## src/rtl/mem_bus_ctrl.sv

```systemverilog
// mem_bus_ctrl: CPU load/store to strobe-style RAM bus initiator.
// Drives cs/we/re with programmable setup/strobe/hold timing and returns load
// data with a one-cycle response pulse.
// Optional feature macro: MEM_BUS_RDBACK_EN (store readback verify, drives wr_err).
module mem_bus_ctrl #(
    parameter int AW         = 8,
    parameter int DW         = 16,
    parameter int SETUP_CYC  = 1,
    parameter int STROBE_CYC = 1,
    parameter int HOLD_CYC   = 1
) (
    input  logic          clk,
    input  logic          rst_n,
    input  logic          req_valid,
    output logic          req_ready,
    input  logic          req_we,
    input  logic [AW-1:0] req_addr,
    input  logic [DW-1:0] req_wdata,
    output logic          resp_valid,
    output logic [DW-1:0] resp_rdata,
    output logic          wr_err,
    output logic [AW-1:0] ram_addr,
    output logic [DW-1:0] ram_data,
    output logic          ram_cs,
    output logic          ram_we,
    output logic          ram_re,
    input  logic [DW-1:0] ram_q
);

    typedef enum logic [1:0] {IDLE, SETUP, STROBE, HOLD} state_t;

    // counter reload values: a phase of N cycles counts N-1 down to 0
    localparam logic [3:0] SETUP_LD  = 4'(SETUP_CYC - 1);
    localparam logic [3:0] STROBE_LD = 4'(STROBE_CYC - 1);
    localparam logic [3:0] HOLD_LD   = 4'(HOLD_CYC - 1);

    state_t        state, state_nx;
    logic [3:0]    cnt, cnt_nx;
    logic          op_we, op_we_nx;   // latched request direction
    logic          rb, rb_nx;         // readback phase of a store in progress
    logic          mis, mis_nx;       // readback data mismatch seen
    logic          req_ready_nx, resp_valid_nx, wr_err_nx;
    logic [DW-1:0] resp_rdata_nx;
    logic [AW-1:0] ram_addr_nx;
    logic [DW-1:0] ram_data_nx;
    logic          ram_cs_nx, ram_we_nx, ram_re_nx;

    // next-state and next-output logic; every output comes straight from a flop
    always_comb begin
        state_nx      = state;
        cnt_nx        = cnt;
        op_we_nx      = op_we;
        rb_nx         = rb;
        mis_nx        = mis;
        req_ready_nx  = req_ready;
        resp_valid_nx = 1'b0;
        wr_err_nx     = 1'b0;
        resp_rdata_nx = resp_rdata;
        ram_addr_nx   = ram_addr;
        ram_data_nx   = ram_data;
        ram_cs_nx     = ram_cs;
        ram_we_nx     = 1'b0;
        ram_re_nx     = 1'b0;
        case (state)
            IDLE: begin
                if (req_valid) begin
                    state_nx     = SETUP;
                    cnt_nx       = SETUP_LD;
                    op_we_nx     = req_we;
                    rb_nx        = 1'b0;
                    mis_nx       = 1'b0;
                    ram_addr_nx  = req_addr;
                    ram_data_nx  = req_wdata;
                    ram_cs_nx    = 1'b1;
                    req_ready_nx = 1'b0;
                end
            end
            SETUP: begin
                if (cnt == 4'd0) begin
                    state_nx  = STROBE;
                    cnt_nx    = STROBE_LD;
                    ram_we_nx = op_we & ~rb;
                    ram_re_nx = ~op_we | rb;
                end else begin
                    cnt_nx = cnt - 4'd1;
                end
            end
            STROBE: begin
                if (cnt == 4'd0) begin
                    state_nx = HOLD;
                    cnt_nx   = HOLD_LD;
                end else begin
                    cnt_nx    = cnt - 4'd1;
                    ram_we_nx = op_we & ~rb;
                    ram_re_nx = ~op_we | rb;
                end
            end
            HOLD: begin
                // q is sampled at the edge closing the first hold cycle
                if (cnt == HOLD_LD) begin
                    if (rb)
                        mis_nx = (ram_q != ram_data);
                    else if (!op_we)
                        resp_rdata_nx = ram_q;
                end
                if (cnt == 4'd0) begin
`ifdef MEM_BUS_RDBACK_EN
                    if (op_we && !rb) begin
                        // keep cs asserted and read the same address back
                        state_nx = SETUP;
                        cnt_nx   = SETUP_LD;
                        rb_nx    = 1'b1;
                    end else begin
                        state_nx      = IDLE;
                        ram_cs_nx     = 1'b0;
                        resp_valid_nx = 1'b1;
                        req_ready_nx  = 1'b1;
                        wr_err_nx     = mis_nx;
                    end
`else
                    state_nx      = IDLE;
                    ram_cs_nx     = 1'b0;
                    resp_valid_nx = 1'b1;
                    req_ready_nx  = 1'b1;
`endif
                end else begin
                    cnt_nx = cnt - 4'd1;
                end
            end
            default: begin
                state_nx     = IDLE;
                ram_cs_nx    = 1'b0;
                req_ready_nx = 1'b1;
            end
        endcase
    end

    // state and output registers; reset drops strobes and cs asynchronously
    always_ff @(posedge clk or negedge rst_n) begin
        if (!rst_n) begin
            state      <= IDLE;
            cnt        <= 4'd0;
            op_we      <= 1'b0;
            rb         <= 1'b0;
            mis        <= 1'b0;
            req_ready  <= 1'b1;
            resp_valid <= 1'b0;
            wr_err     <= 1'b0;
            resp_rdata <= '0;
            ram_addr   <= '0;
            ram_data   <= '0;
            ram_cs     <= 1'b0;
            ram_we     <= 1'b0;
            ram_re     <= 1'b0;
        end else begin
            state      <= state_nx;
            cnt        <= cnt_nx;
            op_we      <= op_we_nx;
            rb         <= rb_nx;
            mis        <= mis_nx;
            req_ready  <= req_ready_nx;
            resp_valid <= resp_valid_nx;
            wr_err     <= wr_err_nx;
            resp_rdata <= resp_rdata_nx;
            ram_addr   <= ram_addr_nx;
            ram_data   <= ram_data_nx;
            ram_cs     <= ram_cs_nx;
            ram_we     <= ram_we_nx;
            ram_re     <= ram_re_nx;
        end
    end

endmodule
```

## config.mk

```make
export PLATFORM = sky130hd
export DESIGN_NAME = mem_bus_ctrl
export DESIGN_NICKNAME = d
export VERILOG_FILES = /design/src/rtl/mem_bus_ctrl.sv
export SDC_FILE = /design/constraint.sdc
export NUM_CORES = 1
export LEC_CHECK = 0
export ABC_AREA = 1
export BUFFER_PORTS_ARGS = -buffer_cell sky130_fd_sc_hd__buf_2
export CORE_UTILIZATION = 36
export CTS_CLUSTER_DIAMETER = 200
export DETAILED_ROUTE_END_ITERATION = 10
export GPL_ROUTABILITY_DRIVEN = 0
export PLACE_DENSITY = 0.65
export SLEW_MARGIN = 30
export SYNTH_ARGS = -nofsm -noshare
export SYNTH_HDL_FRONTEND = slang
export SYNTH_SLANG_ARGS = --single-unit
```

## constraint.sdc

```tcl
create_clock -name clk -period 1.6 [get_ports clk]
set_clock_uncertainty 0.2 [all_clocks]
set_input_delay 0.08 -clock clk [delete_from_list [all_inputs] [get_ports clk]]
set_output_delay 0.08 -clock clk [all_outputs]
set_load 0.05 [all_outputs]
```

==> results.json <==
{
  "outcome": "finished clean",
  "portBuffers": 88,
  "yosysUniqueCellTypes": 24,
  "synth_top_area_share_pct": 56.4,
  "powerDensity_mw_per_mm2": 2300,
  "ir_drop_uv": 1140,
  "overflow": 0,
  "hold_class": "input pin to flop",
  "cts_max_path_buffers": 2,
  "final_area_mm2": 0.00346,
  "grt_usage_pct": 16.7,
  "cts_root_buf": "clkbuf_8",
  "crit_type": "flop to flop",
  "wirelength_um": 5430,
  "crit_chain": "inv_2, buf_4, ha_4, or2_2, nand4_1, nand2_1",
  "dieHeight_um": 81.3,
  "drt_iter0_drc": 37,
  "drt-wirelength-per-cell_um": 12.7,
  "start_util_pct": 37.7,
  "synth.ff_latch_count": 52,
  "post-route-util_pct": 57.7,
  "setup_violations": 0,
  "place_area_mm2": 0.00286,
  "startpoint_type": "flop",
  "grt_max_degree": 27,
  "max_stage_delay_ns": 0.40,
  "layout-drive-gt1-share_pct": 43.5,
  "io_pins": 90,
  "cp_data_required_time_ns": 1.60,
  "finalHoldWorstSlack_ns": 0.0292,
  "cp_max_fo": 3,
  "viasPerCell": 4.47,
  "grt_pass1_vias": 1887,
  "cp_slowest_cell": "dfrtp_1",
  "core_area_mm2": 0.00599,
  "syn-mean-instance-area_um2": 10.9,
  "htreeDepth": 2,
  "final_nets": 402,
  "crit_start": "state[0]",
  "cts_tree": "yes",
  "ys_seq_area_share_pct": 57.6,
  "yosysWarnings": 0,
  "fin_crit_ns": 1.54,
  "cts_sinks": 52,
  "die_w_um": 81.3,
  "synth.cell_area_mm2": 0.00226,
  "dieArea_mm2": 0.00660,
  "total_power_uw": 7950,
  "fin_tns_setup_ns": 0,
  "synth_top_area_cell": "dfrtp_1",
  "drc": 0,
  "r2r_start": "state[0]",
  "placementRows": 28,
  "cap_violations": 0,
  "final-hold-violation-count": 0,
  "cts_inserted_buffers": 5,
  "drtPass1Iterations": 4,
  "antenna_found_initial": 0,
  "crit_buf_inv": 2,
  "synth_nets": 258,
  "max_freq_mhz": 649,
  "synthCells": 207,
  "cp_top_family": "simple AND/OR/NAND/NOR gates",
  "fin_crit_sh_pct": 96.4,
  "final-max-slew-violation-count": 0,
  "vias": 1908,
  "antenna_left": 0,
  "netlist_top_cells_area": "dfrtp_1 56%, mux2_2 10%, nand2_1 8.8%",
  "hold_start": "req_valid",
  "areaGrowthSynthToFinish_pct": 53.0,
  "leakagePower_uw": 0.00175,
  "path_clk_slew_ns": 0.10,
  "worstPathArrival_ns": 1.55,
  "diodes": 0,
  "clock_latency_ns": 0.31,
  "post-dp-hpwl_um": 3480,
  "worst_setup_path_end_kind": "flop",
  "grt_first_pass_wirelength_um": 8250
}
[path summary, 6_finish.rpt]
path                                to  slack, ns  depth (start not counted)
max                           state[0]       0.06                          6
min                        ram_addr[1]       0.03                          3
max reg2reg                   state[0]       0.06                          6
min reg2reg                  req_ready       0.27                          2
max in group asynchronous  ram_addr[7]       0.61                          3
min in group asynchronous     state[0]       0.05                          2
[synthesized netlist by cell type, drive strengths merged]
master	number
dfstp	1
o211ai	1
mux2	24
a21oi	4
nand3	26
dfrtp	51
buf	7
or2	3
ha	7
inv	15
conb	1
nand2	56
o21ai	6
nor2	3
nand4	2
[repair_timing]
item,CTS,global route
hold buffers,42,0
pin swaps,1,3
endpoints found under the hold margin,93,0
endpoints found under the setup margin,27,49
buffers inserted,0,0
gates resized for setup,3,16
cloned,0,1
[cell type report]
type | instances | area, um^2
clock inverters | 3 | 21.3
well taps | 75 | 93.8
clock buffers | 5 | 68.8
multi-input cells | 134 | 927
inverters | 15 | 61.3
flip-flops and latches | 52 | 1300
fillers | 515 | 2530
repair buffers | 143 | 983
[state kept, by name (all words and copies together) (netlist names)]
name,count
cnt,4
op_we,1
ram_addr,8
ram_cs,1
ram_data,16
ram_re,1
ram_we,1
req_ready,1
resp_rdata,16
resp_valid,1
state,2
[routing by layer]
metal	global-route usage (%)	up-vias	share of wire [%]
li1	-	962	-
met3	4.27	4	5.4
met2	30.7	59	51
met5	0	-	0
met1	18.2	883	42
met4	6.43	0	1.5
[tightest hold or removal path, delay by kind of cell]
kind	cells	cell delay, ns
buffers and inverters	1	0.15
multiplexers	1	0.14
AND/OR/NAND/NOR	1	0.13
[stage by stage]
step,worst slack (ns),instances
2_1_floorplan,0.00665,207
3_3_place_gp,-0.0352,376
3_5_place_dp,-0.0943,376
4_1_cts,0.0102,426
5_1_grt,-0.0196,427
6_report,0.0583,427
[where the power goes]
part / total [uW] / switching (uW) / internal, uW
clock network: 761 / 450 / 311
registers: 2290 / 333 / 1960
logic: 4890 / 3400 / 1490
total: 7950 / 4190 / 3760
[kinds of logic after synthesis]
kind of cell / after synthesis / share of synthesized area, %
mux: 24 / 12.0
simple gates: 90 / 18.4
flops: 52 / 57.6
compound gates: 11 / 2.55
buf+inv: 22 / 5.48
fa+ha+maj: 7 / 3.87
other cells: 1 / 0.166
[cell usage in the layout, fill, tap and decap left out]
| cell type | count |
|---|---|
| buf_12 | 2 |
| o211ai_1 | 1 |
| a21oi_1 | 4 |
| o21ai_1 | 2 |
| o21ai_0 | 3 |
| nand3_4 | 1 |
| dlygate4sd3_1 | 42 |
| o21ai_2 | 1 |
| nand2_2 | 4 |
| clkbuf_8 | 5 |
| mux2_2 | 21 |
| clkinvlp_4 | 1 |
| nand3_1 | 24 |
| dfstp_2 | 1 |
| or2_2 | 3 |
| nor2_1 | 2 |
| conb_1 | 1 |
| inv_2 | 2 |
| nand2_8 | 2 |
| nor2_4 | 1 |
| dfrtp_1 | 51 |
| clkinv_2 | 1 |
| nand2_1 | 50 |
| nand4_1 | 2 |
| buf_2 | 88 |
| nand2_4 | 1 |
| nand3_2 | 1 |
| ha_4 | 3 |
| ha_1 | 2 |
| buf_4 | 11 |
| inv_1 | 12 |
| mux2_1 | 3 |
| ha_2 | 2 |
| inv_6 | 2 |
Note: power is estimated with default switching activity, not from simulation.
